### src/rtl/oled_pixel_streamer_if.sv
// Pixel-scan link to the renderer and the SPI pins to the panel.
// The streamer is the master: it drives the index and SPI pins and receives pixel words.
interface oled_pixel_streamer_if;
  logic [12:0] pix_index;
  logic [15:0] pix_data;
  logic        sclk;
  logic        mosi;
  logic        cs_n;
  logic        dc;

  modport master (output pix_index, sclk, mosi, cs_n, dc, input pix_data);
  modport slave  (input pix_index, sclk, mosi, cs_n, dc, output pix_data);
endinterface

### src/rtl/oled_pixel_streamer.sv
// Raster-scans the OLED pixel indices, captures each RGB565 word from the renderer
// and shifts it MSB-first over mode-0 SPI with chip select held low for the whole frame.
module oled_pixel_streamer #(
  parameter int WIDTH      = 96,
  parameter int HEIGHT     = 64,
  parameter int RENDER_LAT = 1,
  parameter int CLK_DIV    = 2,
  parameter int CS_GAP     = 4
) (
  input  logic                  clk,
  input  logic                  rst_n,
  input  logic                  enable,
  oled_pixel_streamer_if.master pix,
  output logic                  busy,
  output logic                  frame_start,
  output logic                  frame_done
);
  localparam int LAST    = WIDTH * HEIGHT - 1;
  localparam int CNT_MAX = (RENDER_LAT + 1 > CLK_DIV)
                         ? ((RENDER_LAT + 1 > CS_GAP) ? RENDER_LAT + 1 : CS_GAP)
                         : ((CLK_DIV > CS_GAP) ? CLK_DIV : CS_GAP);
  localparam int CNT_W   = $clog2(CNT_MAX + 1);

  typedef enum logic [2:0] {IDLE, FETCH, SHIFT, NEXT, GAP} state_t;

  state_t           state, state_nxt;
  logic [CNT_W-1:0] cnt;
  logic             phase;
  logic [3:0]       bit_cnt;
  logic [12:0]      index;
  logic [15:0]      shreg;

  logic fetch_end, half_end, gap_end, last_bit, last_pix;

  assign fetch_end = (cnt == CNT_W'(RENDER_LAT));
  assign half_end  = (cnt == CNT_W'(CLK_DIV - 1));
  assign gap_end   = (cnt == CNT_W'(CS_GAP - 1));
  assign last_bit  = half_end && phase && (bit_cnt == 4'd15);
  assign last_pix  = (index == 13'(LAST));

  // state register
  always_ff @(posedge clk or negedge rst_n) begin
    if (!rst_n) state <= IDLE;
    else        state <= state_nxt;
  end

  // next-state logic
  always_comb begin
    state_nxt = state;
    unique case (state)
      IDLE:    if (enable)    state_nxt = FETCH;
      FETCH:   if (fetch_end) state_nxt = SHIFT;
      SHIFT:   if (last_bit)  state_nxt = NEXT;
      NEXT:    state_nxt = last_pix ? GAP : FETCH;
      GAP:     if (gap_end)   state_nxt = enable ? FETCH : IDLE;
      default: state_nxt = IDLE;
    endcase
  end

  // timers, bit position, pixel index and the frame-start pulse
  always_ff @(posedge clk or negedge rst_n) begin
    if (!rst_n) begin
      cnt         <= '0;
      phase       <= 1'b0;
      bit_cnt     <= 4'd0;
      index       <= 13'd0;
      frame_start <= 1'b0;
    end else begin
      frame_start <= (state == IDLE || state == GAP) && (state_nxt == FETCH);
      if (state_nxt != state || state == IDLE || (state == SHIFT && half_end))
        cnt <= '0;
      else
        cnt <= cnt + 1'b1;
      // one SPI bit is a low half followed by a high half, each CLK_DIV long
      if (state == SHIFT && half_end) begin
        phase <= ~phase;
        if (phase) bit_cnt <= bit_cnt + 4'd1;
      end else if (state != SHIFT) begin
        phase   <= 1'b0;
        bit_cnt <= 4'd0;
      end
      if (state == NEXT)
        index <= last_pix ? 13'd0 : index + 13'd1;
    end
  end

  // pixel word: captured on the last FETCH cycle, shifted after each high half
  always_ff @(posedge clk) begin
    if (state == FETCH && fetch_end)
      shreg <= pix.pix_data;
    else if (state == SHIFT && half_end && phase)
      shreg <= {shreg[14:0], 1'b0};
  end

  // outputs decode from state so an asynchronous reset clears them at once
  always_comb begin
    pix.pix_index = index;
    pix.sclk      = (state == SHIFT) && phase;
    pix.mosi      = (state == SHIFT) && shreg[15];
    pix.cs_n      = !(state == FETCH || state == SHIFT || state == NEXT);
    pix.dc        = (state != IDLE);
    busy          = (state != IDLE);
    frame_done    = (state == NEXT) && last_pix;
  end
endmodule
### src/flat_wrapper.sv
// flat-port wrapper written by rule: the top's interface ports become plain ports
module oled_pixel_streamer_flat 
#(
  parameter int WIDTH      = 96,
  parameter int HEIGHT     = 64,
  parameter int RENDER_LAT = 1,
  parameter int CLK_DIV    = 2,
  parameter int CS_GAP     = 4
)
  (clk, rst_n, enable, busy, frame_start, frame_done, pix_pix_index, pix_sclk, pix_mosi, pix_cs_n, pix_dc, pix_pix_data);
  oled_pixel_streamer_if pix_i ();
  input  logic clk;
  input  logic rst_n;
  input  logic enable;
  output logic busy;
  output logic frame_start;
  output logic frame_done;
  output wire logic [$bits(pix_i.pix_index)-1:0] pix_pix_index;
  output wire logic [$bits(pix_i.sclk)-1:0] pix_sclk;
  output wire logic [$bits(pix_i.mosi)-1:0] pix_mosi;
  output wire logic [$bits(pix_i.cs_n)-1:0] pix_cs_n;
  output wire logic [$bits(pix_i.dc)-1:0] pix_dc;
  input wire logic [$bits(pix_i.pix_data)-1:0] pix_pix_data;
  assign pix_pix_index = pix_i.pix_index;
  assign pix_sclk = pix_i.sclk;
  assign pix_mosi = pix_i.mosi;
  assign pix_cs_n = pix_i.cs_n;
  assign pix_dc = pix_i.dc;
  assign pix_i.pix_data = pix_pix_data;
  oled_pixel_streamer #(.WIDTH(WIDTH), .HEIGHT(HEIGHT), .RENDER_LAT(RENDER_LAT), .CLK_DIV(CLK_DIV), .CS_GAP(CS_GAP)) u_core (.clk(clk), .rst_n(rst_n), .enable(enable), .pix(pix_i), .busy(busy), .frame_start(frame_start), .frame_done(frame_done));
endmodule
### config.mk
export PLATFORM = sky130hd
export DESIGN_NAME = oled_pixel_streamer_flat
export DESIGN_NICKNAME = d
export VERILOG_FILES = /design/src/rtl/oled_pixel_streamer_if.sv /design/src/rtl/oled_pixel_streamer.sv /design/src/flat_wrapper.sv
export SDC_FILE = /design/constraint.sdc
export NUM_CORES = 1
export LEC_CHECK = 0
export BUFFER_PORTS_ARGS = -buffer_cell sky130_fd_sc_hd__buf_2
export CAP_MARGIN = 0
export CORE_ASPECT_RATIO = 0.8
export CORE_MARGIN = 1.5
export CORE_UTILIZATION = 58
export DETAILED_ROUTE_END_ITERATION = 16
export PLACE_DENSITY_LB_ADDON = 0.08
export SLEW_MARGIN = 15
export SYNTH_ARGS = -nofsm -noshare
export SYNTH_HDL_FRONTEND = slang
export SYNTH_SLANG_ARGS = --single-unit
export TNS_END_PERCENT = 100
### constraint.sdc
create_clock -name clk -period 5.34 [get_ports clk]
set_clock_uncertainty 0.1 [all_clocks]
set_input_delay 0.801 -clock clk [delete_from_list [all_inputs] [get_ports clk]]
set_output_delay 0.801 -clock clk [all_outputs]
set_load 0.01 [all_outputs]
==> impl_results.md, run 1 <==
* Number of buffers inserted by port buffering at 38
* Total power at 0.530 mW
* Crit path max fanout at 11
* Arr. time, crit path at 2060 ps
* Synthesized-area fraction occupied by adder cells at 3.16%
* Fillcell total at 213
* Xor/xnor cell area share of the yosys netlist at 6.19%
* Compound-Gate Fraction of Synth Area at 3.73%
* Main combinational cell family by area after synthesis: simple AND/OR/NAND/NOR gates
* Final setup violation count at 0
* Mux cell area share after synthesis at 9.04%
* Post-detail-place hpwl at 2670 um
* Fraction of final layout cells with drive strength greater than 1 at 32.8%
* Remaining antenna violation count after routing at 0
* Number of buffers created by CTS at 5
* Worst Path Required at 4440 ps
* Peak ir drop on the vdd network at 0.206 mV
* CP startpoint kind: flip-flop
* Clock latency of the later-clocked register in the worst-skew pair at 290 ps
* Synthesized instance count at 162
* Detailed-router iteration count before antenna repair at 4
* Drt wl/cell at 15.4 um
* Net Count, Synth at 186
* Post-CTS setup buffers at 0
* Library cell with the largest summed area after synthesis: sky130_fd_sc_hd__dfrtp_1
* Number of library cell types mapped by synthesis at 36
* RSZ-0062 raised after global routing: false
* Horizontal die dimension at 68.3 um
* Die height at 55.3 um
* First-pass GRT wire length at 6180 um
* Number of max-capacitance violations reported at 0
* Std-Cell Core Area at 3180 sq um
* Sequential share of the synthesized area at 55.9%
* Startpoint-to-endpoint class of the critical path: flip-flop to primary output
* Cell chosen for the clock root: sky130_fd_sc_hd__clkbuf_8
* Seq cells post-synth at 41
* Io pins at 39
* Most common cell after layout, fill and taps aside: sky130_fd_sc_hd__buf_2
* GRT Total Usage at 22.2%
* Maximum achievable frequency at 338 MHz
* Via count at 1337
* Clock period minus worst slack at 2960 ps
* Placement Setup Slack at 2790 ps
* Number of cells on the worst reg-to-reg path at 7
* Vias in the first global route at 1291
* Max-slew violation total from the final report at 0
* Pin count of the biggest net entering global routing at 26
* Util after Layout at 71.4%
* Actual transition at the worst max-transition pin at 570 ps
* Simple-Gate Fraction of Synth Area at 18.3%
* Overall overflow remaining after global route at 0
* Diode count at 0
* Total Nets Final at 227
* Number of endpoints with negative hold slack in the final report at 0
* Gpl congestion at 0.866
* Sum of negative setup slack at 0 ps
* Area fraction of the dominant cell type after synthesis at 31.6%
* Hold worst-path end: u_core.cnt[0]
* CTS tree: yes
* Sink count of the clock tree at 41
* Tightest slew margin relative to the limit at 62.0%
* Startpoint of the worst register-to-register path: u_core.cnt[1]
* Area added between synthesis and finish at 14.6%
* Post-detailed-route via-to-cell ratio at 5.48
* Total leakage power at 1.02 nW
* Starting utilization of the core area at 62.3%
* Final worst hold slack at 383 ps
* Hold-fix buffer count after cts at 0
* Result of the run: finished, final reports clean
* Hold Crit Class: flip-flop to flip-flop
* Top post-synthesis cells by area: sky130_fd_sc_hd__dfrtp_1 32%, sky130_fd_sc_hd__edfxtp_1 24%, sky130_fd_sc_hd__mux2_2 8.5%, sky130_fd_sc_hd__xnor2_1 4.4%, sky130_fd_sc_hd__nor2_1 3.8%
* Post-cts repair resize count at 0
* Detailed Route Iter0 Violations at 53
* Final worst setup slack at 2380 ps
* Initial antenna violation count at 0
* Core Rows at 18
* Post-synthesis cell area at 1980 sq um
* Reg2reg end: u_core.shreg[1]
* Cell area power density at 234 nW/um^2
* Critical Path Sink Type: primary output
* DR DRC count at 0
* Final worst-path cycle share at 55.4%
* Worst setup slack for register-to-register paths at 3140 ps
* Full die area at 3770 sq um
* Average cell area after synthesis at 12.2 sq um
* Buffer levels on the longest clock path at 2
* Register clock-pin slew on the reported worst setup and hold paths at 80 ps
* Ys Warns at 0
* Clock H-tree levels at 2
* Startpoint of the tightest hold check path: u_core.cnt[0]
* Post-detailed-routing wire length at 3750 um
* Count of cells along the worst hold path at 1
* Most frequent cells in the layout: 38 x sky130_fd_sc_hd__buf_2, 25 x sky130_fd_sc_hd__dfrtp_1, 20 x sky130_fd_sc_hd__nor2_1
-- where the power goes --
| part | internal, mW | total, mW | switching (mW) |
|---|---|---|---|
| Clock | 0.0929 | 0.195 | 0.102 |
| Sequential | 0.325 | 0.325 | 0 |
| Combinational | 0.00501 | 0.0105 | 0.00554 |
-- Yosys cell counts, drive strengths merged --
| library cell | number |
|---|---|
| nand2b | 2 |
| nand4 | 4 |
| inv | 9 |
| a21oi | 2 |
| o21ai | 6 |
| mux2 | 15 |
| or4 | 1 |
| mux2i | 1 |
| nor3 | 4 |
| or3b | 1 |
| clkbuf | 1 |
| nand2 | 8 |
| or3 | 1 |
| ha | 5 |
| buf | 4 |
| a32oi | 1 |
| nand3 | 11 |
| nor2b | 1 |
| xnor2 | 10 |
| and3b | 1 |
| o22a | 2 |
| nor2 | 20 |
| edfxtp | 16 |
| xor2 | 4 |
| nor4b | 1 |
| dfrtp | 25 |
| nand3b | 2 |
| o211ai | 1 |
| nor4 | 3 |
-- layout make-up --
cell class / instances / area (sq um) / share of cell area, %
sequential: 41 / 1110 / 48.8
multi-input combinational: 107 / 801 / 35.3
timing repair buffer: 39 / 198 / 8.71
clock buffer: 8 / 80.1 / 3.53
tap: 40 / 50.0 / 2.21
inverter: 9 / 33.8 / 1.49
-- metal layers --
layer / vias up / GRT usage [%] / wire length (um)
met1: 652 / 30.0 / 1670
li1: 652 / - / -
met4: 0 / 6.86 / 25
met5: - / 0 / 0
met2: 30 / 34.8 / 1890
met3: 3 / 5.91 / 163
-- worst max path at each step --
stage | startpoint | end | slack [ps] | cells after the start
floorplan | u_core.state[0] | u_core.shreg[0] | 2550 | 4
detailed placement | u_core.state[0] | frame_done | 2790 | 4
CTS | u_core.state[0] | frame_done | 2400 | 4
finish | u_core.state[0] | frame_done | 2380 | 4
global route | u_core.state[0] | frame_done | 2250 | 4
global placement | u_core.pix.pix_index[0] | frame_done | 2870 | 5
-- flip-flops by register name (all words and copies together), names as in the netlist --
register,count
u_core.pix.pix_index,13
u_core.bit_cnt,4
u_core.phase,1
u_core.cnt,3
u_core.shreg,16
u_core.state,3
u_core.frame_start,1
-- critical path, cell delays in order (launching register included) --
cell and delay, ps:
sky130_fd_sc_hd__dfrtp_1 600, sky130_fd_sc_hd__nand3b_4 220, sky130_fd_sc_hd__nor3_4 280, sky130_fd_sc_hd__nor4b_4 440, sky130_fd_sc_hd__buf_2 220
-- metrics by stage --
| step | cell area [sq um] | cells |
|---|---|---|
| 2_1_floorplan | 1980 | 162 |
| 3_3_place_gp | 2190 | 236 |
| 3_5_place_dp | 2190 | 236 |
| 4_1_cts | 2270 | 244 |
| 5_1_grt | 2270 | 244 |
| 6_report | 2270 | 244 |
-- cells by family after synthesis --
| group | count (synthesis) |
|---|---|
| fa+ha+maj | 5 |
| xor+xnor | 14 |
| flops | 41 |
| compound gates | 12 |
| simple gates | 60 |
| buf+inv | 14 |
| mux | 16 |
Note: power is estimated with default switching activity, not from simulation.
==> inputs of run 2 (changes only) <==
--- a/config.mk
+++ b/config.mk
@@ -9,7 +9,7 @@
 export CAP_MARGIN = 0
 export CORE_ASPECT_RATIO = 0.8
 export CORE_MARGIN = 1.5
-export CORE_UTILIZATION = 58
+export CORE_UTILIZATION = 49
 export DETAILED_ROUTE_END_ITERATION = 16
 export PLACE_DENSITY_LB_ADDON = 0.08
 export SLEW_MARGIN = 15
==> constraint.sdc (replaced) <==
create_clock -name clk -period 2.5 [get_ports clk]
set_clock_uncertainty 0.1 [all_clocks]
set_input_delay 0.375 -clock clk [delete_from_list [all_inputs] [get_ports clk]]
set_output_delay 0.375 -clock clk [all_outputs]
set_load 0.01 [all_outputs]
==> run 2 against run 1 <==
Compared with the run above:
- clock power increased to 2.7 times the previous value
- power increased by 130%
- clock-buffer cell count is 2 lower
- core utilization shrank 10 points
- combinational power increased by 130%
- largest power group unchanged
- largest cell class unchanged
- highest routed layer unchanged
- hold slack got worse by 110 ps
- cell area grew 3.5%
==> impl_results.md, run 2 (same netlist as run 1, synthesis figures left out) <==
* Sink count of the clock tree at 41
* Gpl congestion at 0.853
* Post-detail-place hpwl at 2590 um
* Clock H-tree levels at 2
* Gate family responsible for the most delay along the worst path: simple AND/OR/NAND/NOR gates
* Detailed Route Iter0 Violations at 84
* Sum of negative setup slack at 0 ps
* Chain of cells forming the critical path: nand3b_4, nor3_4, nor4b_4, buf_2
* Diode count at 0
* Number of buffers inserted by port buffering at 38
* Std-Cell Core Area at 3830 sq um
* Crit path max fanout at 11
* Pin count of the biggest net entering global routing at 26
* Post-cts repair resize count at 0
* Arr. time, crit path at 1740 ps
* Register clock-pin slew on the reported worst setup and hold paths at 80 ps
* Result of the run: finished, final reports clean
* Worst Path Required at 2030 ps
* Initial antenna violation count at 0
* CP startpoint kind: flip-flop
* Horizontal die dimension at 74.1 um
* Number of endpoints with negative hold slack in the final report at 0
* Final setup violation count at 0
* Fillcell total at 320
* Highest cell delay on the worst timing path at 580 ps
* Remaining antenna violation count after routing at 0
* Most common cell after layout, fill and taps aside: sky130_fd_sc_hd__buf_2
* Startpoint-to-endpoint class of the critical path: flip-flop to primary output
* Final instance count without filler cells at 263
* Core Rows at 20
* Actual transition at the worst max-transition pin at 564 ps
* Buffer levels on the longest clock path at 2
* First-pass GRT wire length at 6150 um
* Largest register FFs at 16
* Largest Register: u_core.shreg
* Cell chosen for the clock root: sky130_fd_sc_hd__clkbuf_8
* Inst Count DP at 254
* GRT Total Usage at 18.8%
* Number of max-capacitance violations reported at 0
* Via count at 1323
* Total buffers and inverters traversed by the critical path at 1
* Critical Path Sink Type: primary output
* Max-slew violation total from the final report at 0
* Die height at 59.8 um
* Final worst-path cycle share at 88.7%
* Post-detailed-routing wire length at 3570 um
* Hold Crit Class: input pin to flip-flop
* RSZ-0062 raised after global routing: false
* Total leakage power at 1.06 nW
* Drt wl/cell at 13.6 um
* Full die area at 4430 sq um
* Post-detailed-route via-to-cell ratio at 5.03
* Area added between synthesis and finish at 18.6%
* Io pins at 39
* CTS tree: yes
* Fraction of final layout cells with drive strength greater than 1 at 34.6%
* Total Nets Final at 231
* Detailed-router iteration count before antenna repair at 4
* DR DRC count at 0
* Cell at the slowest stage of the critical path: sky130_fd_sc_hd__dfrtp_1
* Util after Layout at 61.3%
* Vias in the first global route at 1308
* Number of buffers created by CTS at 5
* Starting utilization of the core area at 51.7%
* Overall overflow remaining after global route at 0
* Clock period minus worst slack at 2220 ps
* Cell area power density at 529 nW/um^2
* Tightest slew margin relative to the limit at 62.4%
* Clock latency of the later-clocked register in the worst-skew pair at 290 ps
* Peak ir drop on the vdd network at 0.317 mV
* Most frequent cells in the layout: 38 x sky130_fd_sc_hd__buf_2, 25 x sky130_fd_sc_hd__dfrtp_1, 20 x sky130_fd_sc_hd__nor2_1
* Maximum achievable frequency at 451 MHz
run 2: cell count changes in the layout (fill, tap and decap cells not counted):
cell                            previous run  this run
sky130_fd_sc_hd__clkinv_2                  0         1
sky130_fd_sc_hd__clkbuf_1                  3         1
sky130_fd_sc_hd__dlygate4sd3_1             0         1
sky130_fd_sc_hd__buf_4                     1         4
sky130_fd_sc_hd__bufinv_16                 0         1
run 2: per-layer routing:
layer / vias up / global-route usage [%] / part of all wire, %
met5: - / 0 / 0
met4: 0 / 8.20 / 1.3
met3: 7 / 4.72 / 3.5
met2: 26 / 26.3 / 46
met1: 631 / 27.6 / 49
li1: 659 / - / -
run 2: per-stage QoR:
step | setup WS, ps | power (mW) | instance area (sq um) | hold WS (ps)
floorplan | 142 | 0.710 | 1980 | -20.6
global placement | 632 | 0.731 | 2230 | 290
detailed placement | 559 | 0.732 | 2230 | 303
CTS | 273 | 1.26 | 2350 | 265
global route | 131 | 1.29 | 2350 | 266
finish | 282 | 1.24 | 2350 | 273
run 2: repair_timing:
| item | CTS | global route |
|---|---|---|
| buffers inserted | 0 | 0 |
| hold buffers | 1 | 0 |
| setup endpoints to repair | 0 | 0 |
| hold endpoints to repair | 25 | 0 |
run 2: path summary, 6_finish.rpt:
check	startpoint	end	slack (ps)	cells after the start
min in group asynchronous	rst_n	u_core.phase	510	2
min	pix_pix_data[6]	u_core.shreg[6]	270	2
max in group asynchronous	rst_n	u_core.pix.pix_index[1]	1420	2
max reg2reg	u_core.state[0]	u_core.shreg[14]	550	3
min reg2reg	u_core.cnt[0]	u_core.cnt[0]	380	1
max	u_core.state[0]	frame_done	280	4
run 2: area by class of cell:
type | count | area [sq um] | area share [%]
repair buffers | 43 | 230 | 9.81
well taps | 55 | 68.8 | 2.93
inverters | 9 | 33.8 | 1.44
clock buffers | 6 | 72.6 | 3.09
multi-input cells | 107 | 801 | 34.1
flip-flops and latches | 41 | 1110 | 47.1
clock inverters | 2 | 35.0 | 1.49
run 2: power breakdown:
| part | switching, mW | total, mW | internal, mW |
|---|---|---|---|
| Sequential | 0 | 0.694 | 0.694 |
| Combinational | 0.0121 | 0.0239 | 0.0117 |
| Clock | 0.227 | 0.523 | 0.296 |
| Total | 0.239 | 1.24 | 1.00 |
